**config.mk**
```make
export PLATFORM = sky130hd
export DESIGN_NAME = otter_hazard_ctrl
export DESIGN_NICKNAME = d
export VERILOG_FILES = /design/src/rtl/otter_pipe_pkg.sv /design/src/rtl/otter_fwd_match.sv /design/src/rtl/otter_hazard_ctrl.sv
export SDC_FILE = /design/constraint.sdc
export NUM_CORES = 1
export LEC_CHECK = 0
export CORE_MARGIN = 2
export CORE_UTILIZATION = 48
export CTS_CLUSTER_DIAMETER = 30
export CTS_CLUSTER_SIZE = 14
export DETAILED_ROUTE_END_ITERATION = 7
export HOLD_SLACK_MARGIN = 0.03
export PLACE_DENSITY = 0.81
export SLEW_MARGIN = 10
export SYNTH_ARGS = -nofsm -noshare
export SYNTH_HDL_FRONTEND = slang
export SYNTH_HIERARCHICAL = 1
export SYNTH_SLANG_ARGS = --single-unit
```
**constraint.sdc**
```tcl
create_clock -name CLK -period 3.6 [get_ports CLK]
set_input_delay 1.08 -clock CLK [delete_from_list [all_inputs] [get_ports CLK]]
set_output_delay 1.08 -clock CLK [all_outputs]
set_load 0.01 [all_outputs]
```
**src/rtl/otter_pipe_pkg.sv**
```systemverilog
// otter_pipe_pkg: shared pipeline types, scoreboard entry layout and the canonical NOP.
package otter_pipe_pkg;
  localparam int RA_MAX = 16;
  typedef enum logic [6:0] {
    OP_LUI    = 7'b0110111,
    OP_AUIPC  = 7'b0010111,
    OP_JAL    = 7'b1101111,
    OP_JALR   = 7'b1100111,
    OP_BRANCH = 7'b1100011,
    OP_LOAD   = 7'b0000011,
    OP_STORE  = 7'b0100011,
    OP_IMM    = 7'b0010011,
    OP_REG    = 7'b0110011
  } opcode_t;
  typedef logic [31:0] instr_t;
  typedef struct packed {
    logic              valid;
    logic [RA_MAX-1:0] rd;
    logic              is_load;
  } sb_entry_t;
  localparam instr_t NOP_INSTR = 32'h0000_0013;
endpackage

```
**src/rtl/otter_fwd_match.sv**
```systemverilog
// otter_fwd_match: finds the youngest scoreboard entry producing one source operand.
module otter_fwd_match
  import otter_pipe_pkg::*;
#(
  parameter int DEPTH = 3,
  parameter int KW    = 2
) (
  input  sb_entry_t [DEPTH-1:0] sb,
  input  logic [RA_MAX-1:0]     src,
  input  logic                  used,
  output logic                  hit,
  output logic [KW-1:0]         k,
  output logic                  is_load
);
  // Scan oldest to youngest so the youngest match overwrites older ones.
  always_comb begin
    hit     = 1'b0;
    k       = '0;
    is_load = 1'b0;
    for (int i = DEPTH - 1; i >= 0; i--)
      if (used && sb[i].valid && sb[i].rd != '0 && sb[i].rd == src) begin
        hit     = 1'b1;
        k       = KW'(i + 1);
        is_load = sb[i].is_load;
      end
  end
endmodule

```
**src/rtl/otter_hazard_ctrl.sv**
```systemverilog
// otter_hazard_ctrl: stall/bubble/flush and forwarding-select control for the OTTER pipeline.
// Define OTTER_FWD_EN to enable operand forwarding; otherwise producers are ready at WB.
module otter_hazard_ctrl
  import otter_pipe_pkg::*;
#(
  parameter int DEPTH    = 3,
  parameter int LOAD_LAT = 2,
  parameter int RA_W     = 5
) (
  input  logic                         CLK,
  input  logic                         RESET_N,
  input  logic                         de_valid,
  input  logic [RA_W-1:0]              de_rs1_addr,
  input  logic [RA_W-1:0]              de_rs2_addr,
  input  logic                         de_rs1_used,
  input  logic                         de_rs2_used,
  input  logic [RA_W-1:0]              de_rd_addr,
  input  logic                         de_rd_used,
  input  logic                         de_is_load,
  input  logic                         ex_redirect,
  input  logic                         mem_wait,
  output logic                         stall_fd,
  output logic                         bubble_ex,
  output logic                         flush_fd,
  output logic [$clog2(DEPTH+1)-1:0]   fwd_a_sel,
  output logic [$clog2(DEPTH+1)-1:0]   fwd_b_sel,
  output logic [31:0]                  stall_cnt,
  output logic [31:0]                  flush_cnt
);
  localparam int KW = $clog2(DEPTH + 1);
`ifdef OTTER_FWD_EN
  localparam bit FWD    = 1'b1;
  localparam int RDY_AL = 1;
  localparam int RDY_LD = LOAD_LAT;
`else
  localparam bit FWD    = 1'b0;
  localparam int RDY_AL = DEPTH;
  localparam int RDY_LD = DEPTH;
`endif
  sb_entry_t [DEPTH-1:0] sb;
  sb_entry_t             new_e;
  logic                  hit_a, hit_b, ld_a, ld_b, hazard, fwd_gate;
  logic [KW-1:0]         k_a, k_b, rdy_a, rdy_b;
  otter_fwd_match #(.DEPTH(DEPTH), .KW(KW)) u_match_a (
    .sb(sb), .src(RA_MAX'(de_rs1_addr)), .used(de_rs1_used),
    .hit(hit_a), .k(k_a), .is_load(ld_a)
  );
  otter_fwd_match #(.DEPTH(DEPTH), .KW(KW)) u_match_b (
    .sb(sb), .src(RA_MAX'(de_rs2_addr)), .used(de_rs2_used),
    .hit(hit_b), .k(k_b), .is_load(ld_b)
  );
  always_comb begin
    rdy_a     = ld_a ? KW'(RDY_LD) : KW'(RDY_AL);
    rdy_b     = ld_b ? KW'(RDY_LD) : KW'(RDY_AL);
    hazard    = de_valid && ((hit_a && k_a < rdy_a) || (hit_b && k_b < rdy_b));
    fwd_gate  = RESET_N && FWD && (de_valid || ex_redirect || mem_wait);
    fwd_a_sel = (fwd_gate && hit_a) ? k_a : '0;
    fwd_b_sel = (fwd_gate && hit_b) ? k_b : '0;
    stall_fd  = RESET_N && (mem_wait || (!ex_redirect && hazard));
    bubble_ex = RESET_N && !mem_wait && (ex_redirect || hazard);
    flush_fd  = RESET_N && !mem_wait && ex_redirect;
    new_e     = sb_entry_t'{valid: de_valid && !bubble_ex,
                            rd: de_rd_used ? RA_MAX'(de_rd_addr) : '0,
                            is_load: de_is_load};
  end
  always_ff @(posedge CLK or negedge RESET_N)
    if (!RESET_N) begin
      sb        <= '0;
      stall_cnt <= '0;
      flush_cnt <= '0;
    end else if (!mem_wait) begin
      sb[0] <= new_e;
      for (int i = 1; i < DEPTH; i++) sb[i] <= sb[i-1];
      if (ex_redirect) flush_cnt <= flush_cnt + 32'd1;
      else if (hazard) stall_cnt <= stall_cnt + 32'd1;
    end
endmodule
```
# Word-level counts from Yosys, hierarchy flattened
# Cells that the tools add are included.
# word_totals
output_inout_bits	71
register_bits	115
in_bits	24
word_cells	71
# op_classes
order_cmp	2
addsub	2
bitwise	2
reduce_logical	38
n_mux	13
n_eq_ne	6
# ops
operator	count
equality test 16 x 5 -> 1 bit	6
adder 32 x 1 -> 32 bit, second input constant	2
nonzero test 16 bit	3
logical AND 1 bit	27
two-way mux 2 bit	6
two-way mux 1 bit	6
two-way mux 5 bit	1
< comparator 2 bit, second input constant	2
zero test 1 bit	3
logical OR 1 bit	3
AND reduction 3 bit	1
NOT 1 bit	2
AND reduction 2 bit	1

# Depth between registers and ports, before layout
# logic_depth
word_depth	14
mapped_depth	11
mapped_depth_nobuf	10

# Modules after synthesis
# Netlist, hierarchy kept.
# by_module_without_submodules
module	seq_area_each_um2	instances	area_each_um2	cells_each
otter_hazard_ctrl	2127.0	1	3719.8	326
otter_fwd_match	0.0	2	705.7	95

# Worst setup path after synthesis
# No wires, ideal clock.
# synth_timing
path_type	input port to output port
start	in de_rs1_addr[0]
end	out bubble_ex
t_required_ns	2.520
arrival_ns	2.880
setup_slack_ns	-0.360
n_path_buf	0
stages	9
cell_sequence	xnor2_1 -> nand4_1 -> or4_1 -> or2_1 -> a21boi_1 -> a21bo_2 -> nand2_1 -> a21oi_1 -> nor3b_1
# synth_via
elab_chain_len	11
word_cells_on_any_way	18
cone_classes	1 x order compare; 3 x eq/ne; 6 x mux; 8 x reduce/logical
# synth_lines
element	line_no	text
start: declaration	otter_hazard_ctrl.sv:13	input logic [RA_W-1:0] de_rs1_addr,
equality test 16 x 5 -> 1 bit	otter_fwd_match.sv:21	if (used && sb[i].valid && sb[i].rd != '0 && sb[i].rd == src) begin
logical AND 1 bit	otter_fwd_match.sv:21	
two-way mux 2 bit (2 in series)	otter_fwd_match.sv:21	
two-way mux 2 bit *	otter_fwd_match.sv:21	
net k_a[1]	otter_hazard_ctrl.sv:43	logic [KW-1:0] k_a, k_b, rdy_a, rdy_b;
< comparator 2 bit *	otter_hazard_ctrl.sv:55	hazard = de_valid && ((hit_a && k_a < rdy_a) || (hit_b && k_b < rdy_b));
logical AND 1 bit *	otter_hazard_ctrl.sv:55	
logical OR 1 bit *	otter_hazard_ctrl.sv:55	
logical AND 1 bit *	otter_hazard_ctrl.sv:55	
logical OR 1 bit *	otter_hazard_ctrl.sv:60	bubble_ex = RESET_N && !mem_wait && (ex_redirect || hazard);
logical AND 1 bit *	otter_hazard_ctrl.sv:60	
end: declaration	otter_hazard_ctrl.sv:23	output logic bubble_ex,
# The timed path passes the listed nets; every way through them passes the cells marked *.

# Worst setup path after layout
# layout_timing
start	in de_rs1_addr[3]
end	out bubble_ex
# The elaborated chain is that of the path after synthesis.

==> impl_metrics.tcl <==
set metrics [dict create \
    gr-total-overflow 0 \
    place_area_sq_um 7060 \
    clock_path_buffers 2 \
    crit_type "input port to output port" \
    initial_utilization_pct 48.6 \
    min_path_cells 1 \
    r2r_cells 10 \
    grt_pass1_wl_mm 21.6 \
    dr.pass1.iters 4 \
    netlist_area_sq_um 4950 \
    grt_pass1_vias 4665 \
    fin_skew_ns 0.00790 \
    cts_tree "built" \
    die_w_um 106 \
    dp_slack_ns -1.44 \
    cts_buffers 9 \
    r2r_end "stall_cnt[18]" \
    nets 855 \
    leakage_nw 3.39 \
    r2r-start "sb[3]" \
    drt_iter0_markers 198 \
    die_y_um 106 \
    fin_ws_ns -0.624 \
    cts.clk_slew.worst_paths_ns 0.09 \
    synthCells 498 \
    finalCritPeriodShare_pct 117 \
    core_sq_um 10200 \
    diodes 0 \
    root_buffer "clkbuf_8" \
    area_growth_pct 48.9 \
    max_freq_mhz 237 \
    row_count 37 \
    dp_hpwl_mm 10.0 \
    numClockSinks 82 \
    wire_per_inst_um 13.5 \
    grt_max_degree 31 \
    violations "setup timing" \
    viasPerCell 4.68 \
    hold_start "flush_cnt[31]" \
    slew_viol_final 0 \
    drv_cap 0 \
    grt_usage_pct 24.5 \
    hold_path_class "flip-flop to flip-flop" \
    drt_wl_total_mm 13.1 \
    yosysWarnings 6 \
    cp-start-kind "input port" \
    worstPathRequired_ns 2.52 \
    setup_viol 5 \
    critPathCaptureType "output port" \
    hold_viol_final 0 \
    power_density_nw_per_um2 303 \
    syn_avg_cell_area_sq_um 9.94 \
    ios 95 \
    htreeDepth 3 \
    arrival_ns 3.14 \
    design_area_sq_um 7370 \
    ant_nets 0 \
    crit_fanout 3 \
    drive_gt1_share_pct 14.3 \
    finalSetupTns_ns -1.33 \
    antenna_found_initial 0 \
    clock_latency_ns 0.37 \
    place.gp.congestion 0.855 \
    num_vias 4539 \
    outcome "complete, but fails checks" \
    ir_drop_mv 0.200 \
    post-route-min-period_ns 4.22 \
    die_area_sq_um 11100 \
    min_to "flush_cnt[31]" \
    rsz0062_at_grt "yes" \
    drc 0 \
    r2r_slack_ns 0.12 \
    port_buffers 89 \
]
## worst max-delay path by stage
stage | start | endpoint | slack [ns]
after floorplan | de_rs2_addr[2] | bubble_ex | -0.16
after global placement | de_rs2_addr[2] | bubble_ex | -1.39
after detailed placement | de_rs2_addr[1] | bubble_ex | -1.44
after CTS | de_rs1_addr[3] | bubble_ex | -0.59
after global routing | de_rs1_addr[1] | bubble_ex | -0.66
final | de_rs1_addr[3] | bubble_ex | -0.62
## cell type report
class	instances	area [sq um]
Timing Repair Buffer	130	1180
Inverter	2	7.51
Sequential cell	82	2050
Multi-Input combinational cell	604	3750
Tap cell	136	170
Fill cell	766	2820
Clock buffer	9	124
Clock inverter	7	83.8
## registers in the layout (all words and copies together), names as in the netlist
name       cells
flush_cnt     32
sb            18
stall_cnt     32
## timing repair
action                                  4_1_cts  5_1_grt
buffers inserted                              2        1
gates resized for setup                      68       14
pin swaps                                    33        9
endpoints found under the setup margin       27       22
hold buffers                                  0        0
hold endpoints to repair                      0        0
## metrics by stage
stage                     total power, mW  hold WS, ns  cells  utilization [%]
after floorplan                      1.32        0.491    699                -
after global placement               1.51        0.459    951             69.4
after detailed placement             1.53        0.467    951             69.4
after CTS                            2.22        0.485    969             71.6
after global routing                 2.33        0.514    970             72.4
final                                2.23        0.483    970             72.4
## per-layer routing
metal  track usage [%]  share of wire [%]  vias up
met2              42.0                 51      109
met1              29.7                 42     2186
li1                  -                  -     2213
met4              11.0                2.8        0
met5                 0                  0        -
met3              5.13                4.2       31
## worst max-delay path: stages
cell and delay [ns]:
buf_8 0.10, xnor2_2 0.16, nand4_1 0.13, or4_4 0.51
or2_4 0.25, a21boi_2 0.15, a21bo_2 0.25, nand2_2 0.09
a21oi_2 0.06, nor3b_2 0.19, buf_2 0.17
## where the power goes
group | leakage (nW) | internal [mW] | switching [mW]
Clock | 0.102 | 0.332 | 0.371
Combinational | 2.17 | 0.249 | 0.218
Sequential | 1.12 | 0.974 | 0.0863
## cells in the final DEF, fill, tap and decap left out, types with 11 or more instances in the layout
master           instances
conb_1                 202
xnor2_1                111
dfrtp_1                 82
clkdlybuf4s50_1         73
nand4_1                 43
buf_4                   42
nand2_1                 39
xor2_1                  36
nand3_1                 30
nor4_1                  27
nor2_1                  22
and3_1                  14
mux2_2                  14
xnor2_2                 11
(Power assumes the default switching activity.)
